`src/rtl/seq_det_pkg.sv`:
```
// Shared helpers for the programmable serial pattern detector: width derivation
// and the supported pattern-length range.
package seq_det_pkg;

   localparam int SEQ_LEN_MIN = 2;
   localparam int SEQ_LEN_MAX = 16;

   function automatic int sd_clog2(input int value);
      int r;
      r = 0;
      for (int i = 0; i < 31; i++) begin
         if ((1 << i) < value) r = i + 1;
      end
      return r;
   endfunction

   // Width needed to hold a match length in 0..seq_len.
   function automatic int sl_width(input int seq_len);
      return sd_clog2(seq_len + 1);
   endfunction

endpackage

```
`src/rtl/seq_det_next.sv`:
```
// Combinational next-state for the pattern detector: longest suffix of
// (matched prefix, new bit) that is also a pattern prefix, or a restart in non-overlap mode.
module seq_det_next
   import seq_det_pkg::*;
#(
   parameter int SEQ_LEN = 3,
   parameter int SL_W    = sl_width(SEQ_LEN)
) (
   input  logic [SEQ_LEN-1:0] pattern_i,
   input  logic [SL_W-1:0]    k_i,
   input  logic               b_i,
   input  logic               overlap_i,
   output logic [SL_W-1:0]    next_o
);

   // Bit number 'pos' in arrival order; position 0 is the pattern MSB.
   function automatic logic prefix_bit(input logic [SEQ_LEN-1:0] p, input int pos);
      logic [SEQ_LEN-1:0] t;
      t = p >> (SEQ_LEN - 1 - pos);
      return t[0];
   endfunction

   always_comb begin
      int  k;
      int  best;
      int  idx;
      logic ok;
      k    = int'(k_i);
      best = 0;
      idx  = 0;
      ok   = 1'b0;
      if (k == SEQ_LEN && !overlap_i) begin
         best = (b_i == pattern_i[SEQ_LEN-1]) ? 1 : 0;
      end else begin
         // Candidate length L keeps the last L-1 matched bits plus the new bit.
         for (int len = 1; len <= SEQ_LEN; len++) begin
            ok = (len <= k + 1);
            for (int i = 0; i < SEQ_LEN - 1; i++) begin
               if (ok && (i < len - 1)) begin
                  idx = k + 1 - len + i;
                  if (prefix_bit(pattern_i, idx) != prefix_bit(pattern_i, i)) ok = 1'b0;
               end
            end
            if (ok && (b_i != prefix_bit(pattern_i, len - 1))) ok = 1'b0;
            if (ok) best = len;
         end
      end
      next_o = best[SL_W-1:0];
   end

endmodule

```
`src/rtl/seq_det_prog.sv`:
```
// Run-time programmable Moore serial pattern detector with overlap control.
// Define SEQ_DET_CNT_EN to build the saturating detection counter; otherwise o_det_cnt is 0.
module seq_det_prog
   import seq_det_pkg::*;
#(
   parameter int                 SEQ_LEN     = 3,
   parameter logic [SEQ_LEN-1:0] RST_PATTERN = SEQ_LEN'(3'b101),
   parameter int                 CNT_W       = 8,
   localparam int                SL_W        = sl_width(SEQ_LEN)
) (
   input  logic               i_clk,
   input  logic               i_rst,
   input  logic               i_enable,
   input  logic               i_seq,
   input  logic               i_overlap,
   input  logic               i_load,
   input  logic [SEQ_LEN-1:0] i_pattern,
   output logic               o_detect,
   output logic [SL_W-1:0]    o_match_len,
   output logic [CNT_W-1:0]   o_det_cnt
);

   localparam logic [SL_W-1:0] FULL = SL_W'(SEQ_LEN);

   generate
      if (SEQ_LEN < SEQ_LEN_MIN || SEQ_LEN > SEQ_LEN_MAX) begin : g_bad_len
         $error("seq_det_prog: SEQ_LEN out of range");
      end
   endgenerate

   logic [SEQ_LEN-1:0] pattern_q, pattern_d;
   logic [SL_W-1:0]    state_q, state_d;
   logic [SL_W-1:0]    next_state;
   logic               detect_q, detect_d;

   seq_det_next #(
      .SEQ_LEN (SEQ_LEN),
      .SL_W    (SL_W)
   ) u_next (
      .pattern_i (pattern_q),
      .k_i       (state_q),
      .b_i       (i_seq),
      .overlap_i (i_overlap),
      .next_o    (next_state)
   );

   // Load wins over enable and discards that edge's stream bit.
   always_comb begin
      pattern_d = pattern_q;
      state_d   = state_q;
      detect_d  = detect_q;
      if (i_load) begin
         pattern_d = i_pattern;
         state_d   = '0;
         detect_d  = 1'b0;
      end else if (i_enable) begin
         state_d  = next_state;
         detect_d = (next_state == FULL);
      end
   end

   always_ff @(posedge i_clk or posedge i_rst) begin
      if (i_rst) begin
         pattern_q <= RST_PATTERN;
         state_q   <= '0;
         detect_q  <= 1'b0;
      end else begin
         pattern_q <= pattern_d;
         state_q   <= state_d;
         detect_q  <= detect_d;
      end
   end

   assign o_detect    = detect_q;
   assign o_match_len = state_q;

`ifdef SEQ_DET_CNT_EN
   logic [CNT_W-1:0] cnt_q, cnt_d;

   // Saturates at all-ones rather than wrapping.
   always_comb begin
      cnt_d = cnt_q;
      if (i_load) begin
         cnt_d = '0;
      end else if (i_enable && (next_state == FULL) && (cnt_q != '1)) begin
         cnt_d = cnt_q + 1'b1;
      end
   end

   always_ff @(posedge i_clk or posedge i_rst) begin
      if (i_rst) cnt_q <= '0;
      else       cnt_q <= cnt_d;
   end

   assign o_det_cnt = cnt_q;
`else
   assign o_det_cnt = '0;
`endif

endmodule

```
`config.mk`:
```
export PLATFORM = sky130hd
export DESIGN_NAME = seq_det_prog
export DESIGN_NICKNAME = d
export VERILOG_FILES = /design/src/rtl/seq_det_pkg.sv /design/src/rtl/seq_det_next.sv /design/src/rtl/seq_det_prog.sv
export SDC_FILE = /design/constraint.sdc
export NUM_CORES = 1
export LEC_CHECK = 0
export CORE_MARGIN = 10
export CORE_UTILIZATION = 44
export DETAILED_ROUTE_END_ITERATION = 8
export PLACE_DENSITY = 0.77
export RECOVER_POWER = 25
export SLEW_MARGIN = 20
export SYNTH_ARGS = -nofsm -noshare
export SYNTH_HDL_FRONTEND = slang
export SYNTH_SLANG_ARGS = --single-unit
```
`constraint.sdc`:
```
create_clock -name i_clk -period 2.8 [get_ports i_clk]
set_input_delay 0.42 -clock i_clk [delete_from_list [all_inputs] [get_ports i_clk]]
set_output_delay 0.42 -clock i_clk [all_outputs]
set_load 0.02 [all_outputs]
```
Yosys cells after proc, flatten, opt, wreduce, memory -nomap -nowiden
Index checks and enable logic that the tools add are counted.
- shifts and indexed selects: 3
- eq/ne operators: 9
- $add $sub $neg: 7
- $lt $le $gt $ge: 3
- reductions and logical operators: 6
- multiplexer cells: 24
- operators by type and width (kind ; count):
    $shr 3x32->1 ; 3
    $sub 3x32->32 const A ; 3
    $le 3x32->1 const A ; 2
    $sub 32x3->32 const B ; 2
    $add 32x2->32 const B ; 1
    $le 2x32->1 const A ; 1
    $mux 1 ; 19
    $mux 2 ; 5
    $ne 1x1->1 ; 6
    $logic_and 1x1->1 ; 4
    $add 2x1->3 const B ; 1
    $eq 2x1->1 const B ; 1
    $eq 2x2->1 const B ; 1
    $reduce_bool 2->1 ; 1
    $eq 1x1->1 ; 1
    $logic_not 1->1 ; 1
- bits of input ports: 9
- logic and storage cells: 55
- flip-flop bits (word level): 6

Logic depth before layout (Yosys ltp)
- word-level depth: 18
- depth in mapped cells: 9

Hierarchy
From an unflattened synthesis, not the netlist that was laid out.
- cells, all modules: 77
- area total of the unflattened synthesis: 701.9 µm²
- by module, submodules not included (module ; area each (µm²) ; seq. area each (µm²) ; cells an instance ; instances):
    seq_det_next ; 404.1 ; 0.0 ; 51 ; 1
    seq_det_prog ; 297.8 ; 152.6 ; 26 ; 1

Least setup slack after synthesis
No wires, ideal clock.
- path kind: reg-to-reg
- start: register state_q[0], in the netlist o_match_len[0]
- end: register state_q[0], in the netlist o_match_len[0]
- path buffers: 0
- clock period less this slack: 2.262 ns
- setup slack: 0.538 ns
- arrival: 2.163 ns
- required time: 2.701 ns
- cell stages (with the launch flop): 8
- path through: dfrtp_1 > inv_1 > ha_1 > nand2b_1 > a21o_1 > a2111oi_4 > o221ai_2 > a311oi_1
- cells in the longest elaborated chain, start to end: 17
- RTL lines (item ; line ; source):
    from (decl) ; seq_det_prog.sv:32 ; logic [SL_W-1:0] state_q, state_d;
    from (signal assigned) ; seq_det_prog.sv:69 ; state_q <= state_d;
    parallel branches: the longest is 14 deep, another holds $sub 32x3->32 ; -- ;
    $mux 2 * ; seq_det_next.sv:32 ; if (k == SEQ_LEN && !overlap_i) begin
    $mux 2 * ; seq_det_prog.sv:56 ; end else if (i_enable) begin
    $mux 2 * ; seq_det_prog.sv:52 ; if (i_load) begin
Mark *: on every way between the ends. The select of a mux whose other input is x is not followed.
A chain may end at the register's enable or synchronous reset.

Worst setup path after layout
- start: register state_q[1], in the netlist o_match_len[1]
- end: register state_q[0], in the netlist o_match_len[0]
The elaborated chain is that of the path after synthesis.

==> results.txt <==
nets: 94
Initial DRT Pass Iterations: 4
post-CTS sizing: 0
Top FF cell, synth: dfrtp_1
CP startpoint kind: flop
DR iter-0 viols: 12
total grt overflow: 0
first-pass GRT wire length: 2080 um
Critical Path Start: o_match_len[1]$_DFFE_PP0P_
Tot GR Track Use: 8.13%
IO buf count: 11
Post-route DRC: 0
Worst Path Class, Setup: reg2reg
TritonCTS clock tree: built
Initial Util: 46.7%
synthesis-stage register bit count: 6
remaining antenna violation count after routing: 0
sequential power share: 35.2%
dpl hpwl: 1000 um
Int Power: 202 uW
post-synthesis cell count: 65
Setup Buffers After CTS: 0
largest net degree at the start of global routing: 11
fin crit share: 76.0%
PwrDens: 427 nW/um^2
hold_buf cts: 0
crit-path max FO: 7
Final Skew: 0.000252 ns
element type at the critical path end: flop
total die area: 3270 sq um
vias: 494
n_diodes: 0
Syn. warnings: 0
Critical Path RT: 2.95 ns
Multi-input gate area: 388 sq um
Site Rows: 13
Die H: 57.2 um
Detailed Route WL: 1250 um
Ports: 20
pre-CTS setup slack: 0.649 ns
initial antenna violation count: 0
FF-to-FF Start: o_match_len[1]$_DFFE_PP0P_
Worst Reg-to-Reg Cells: 7
clock root buffer: clkbuf_4
clock sink count: 6
hold_ws: 0.516 ns
Worst Hold Class: in2async
Final Slew Violations: 0
max-cap violation count: 0
R2R Setup Slk: 0.67 ns
sequential area share after synthesis: 25.1%
Post-synth EDFFs: 0
sw frac: 34.9%
min Tclk post-route: 2.13 ns
Reg area: 153 sq um
Switch Pwr: 108 uW
mapped cell area: 608 sq um
Worst VDD drop: 0.390 mV
CP endpoint: o_match_len[0]$_DFFE_PP0P_
Clk pin slew, worst setup/hold paths: 0.05 ns
Clock power frac: 29.6%
Bufs on Longest Clock Path: 2
core footprint: 1300 sq um
CP arrival: 2.28 ns
final setup TNS: 0 ns
async set-reset flop share out of synthesis: 100%
Hold Violations, Final: 0
Core Util, Final: 55.8%
library cells used by synthesis: 27
highest clock rate: 470 MHz
Fillers: 120
Combinational Power Share: 35.2%
vias per inst: 5.26
GP Congestion: 0.777
syn_area_per_cell: 9.36 sq um
clk_lat worst skew: 0.25 ns
H-tree levels: 1
RSZ-0062 raised after global routing: false
slack of the critical path: 0.672 ns
status: finished, final reports clean
synthesis-to-finish area growth: 19.3%
number of global-route vias before repair: 463
layout cell share with drive strength beyond 1: 15.2%
Final setup violation count: 0
routed len/inst: 13.3 um
LEAKAGE: 0.000304 uW
reg2reg end: o_match_len[0]$_DFFE_PP0P_
TritonCTS Buffers: 3
Die Width: 57.2 um
[state kept, by name, indices dropped and copies added, names as in the netlist]
register and flops:
pattern_q 3, o_match_len 2, o_detect 1
[synth_stat cells, drive strengths merged (2+ instances only)]
| master | count | area [sq um] |
|---|---|---|
| buf | 9 | 71.3 |
| inv | 6 | 22.5 |
| ha | 5 | 62.6 |
| nand2 | 5 | 18.8 |
| dfrtp | 4 | 100 |
| nor2 | 4 | 15.0 |
| mux2 | 3 | 33.8 |
| mux2i | 3 | 30.0 |
| nand2b | 3 | 18.8 |
| a21oi | 2 | 10.0 |
| a311oi | 2 | 17.5 |
| dfstp | 2 | 52.6 |
| nand3b | 2 | 15.0 |
| o21ai | 2 | 10.0 |
| xor2 | 2 | 17.5 |
[power groups by stage]
stage	Clock (uW)	Sequential (uW)	Combinational, uW
finish	91.7	109	109
global route	98.0	111	121
CTS	93.0	109	110
detailed placement	0	111	109
global placement	0	110	108
floorplan	0	109	88.6
[worst max-delay path, stage by stage (launching register included)]
cell,delay (ns)
dfrtp_1,0.40
inv_1,0.08
ha_1,0.37
nand2b_1,0.17
a21o_1,0.20
a2111oi_4,0.36
o221ai_2,0.17
a311oi_1,0.28
[cell usage in the layout (no fill, tap or decap)]
cell type        Yosys  final
a2111oi_4            1      1
a21o_1               1      1
a21oi_1              2      2
a311oi_1             2      2
and2b_2              1      1
buf_4                8      1
clkbuf_1             0      1
clkbuf_4             0      3
clkdlybuf4s50_1      0     10
conb_1               1      8
dfrtp_1              4      4
dfstp_2              2      2
dlygate4sd3_1        0      1
ha_1                 5      5
inv_1                6      6
mux2_2               3      3
mux2i_1              3      3
nand2_1              5      5
nand2b_1             3      3
nand3b_1             2      2
nor2_1               4      4
nor3_1               1      1
o21ai_0              2      2
o221ai_2             1      1
o22ai_1              1      1
o32a_1               1      1
o32ai_1              1      1
o41a_1               1      1
xnor2_1              1      1
xor2_1               2      2
[cell type report]
cell class                      count  area share [%]
Tap cell                           15            2.59
Clock buffer                        4            3.62
Sequential cell                     6            21.0
Multi-Input combinational cell     51            53.4
Inverter                            6            3.10
Timing Repair Buffer               12            16.2
[worst min-delay path by stage]
stage,slack (ns),startpoint,endpoint,cells past startpoint
after detailed placement,0.55,o_detect$_DFFE_PP0P_,o_detect$_DFFE_PP0P_,2
final,0.52,i_rst,o_match_len[0]$_DFFE_PP0P_,2
after global routing,0.54,i_rst,o_match_len[0]$_DFFE_PP0P_,2
after floorplan,0.21,i_rst,o_detect$_DFFE_PP0P_,1
after global placement,0.56,o_detect$_DFFE_PP0P_,o_detect$_DFFE_PP0P_,2
after CTS,0.38,i_rst,o_detect$_DFFE_PP0P_,2
[kinds of logic (layout without fill, tap and decap cells)]
logic type | after synthesis | in the layout | share of synthesized area [%]
simple gates | 16 | 16 | 13.4
buf+inv | 15 | 22 | 15.4
compound gates | 13 | 13 | 20.4
mux | 6 | 6 | 10.5
flops | 6 | 6 | 25.1
fa+ha+maj | 5 | 5 | 10.3
xor+xnor | 3 | 3 | 4.32
other cells | 1 | 8 | 0.617
[per-layer routing]
metal  GRT usage, %  vias to the layer above  part of all wire [%]
li1               -                      245                     -
met1           8.08                      229                    39
met2           12.9                       16                    49
met3           4.65                        4                   9.2
met4           5.03                        0                   2.7
met5              0                        -                     0
[per-stage QoR]
stage	power, uW	std cells	area [sq um]
after detailed placement	220	90	699
final	310	94	726
after global placement	218	90	699
after floorplan	197	72	634
after CTS	312	94	726
after global routing	330	94	726
(Power assumes the default switching activity.)
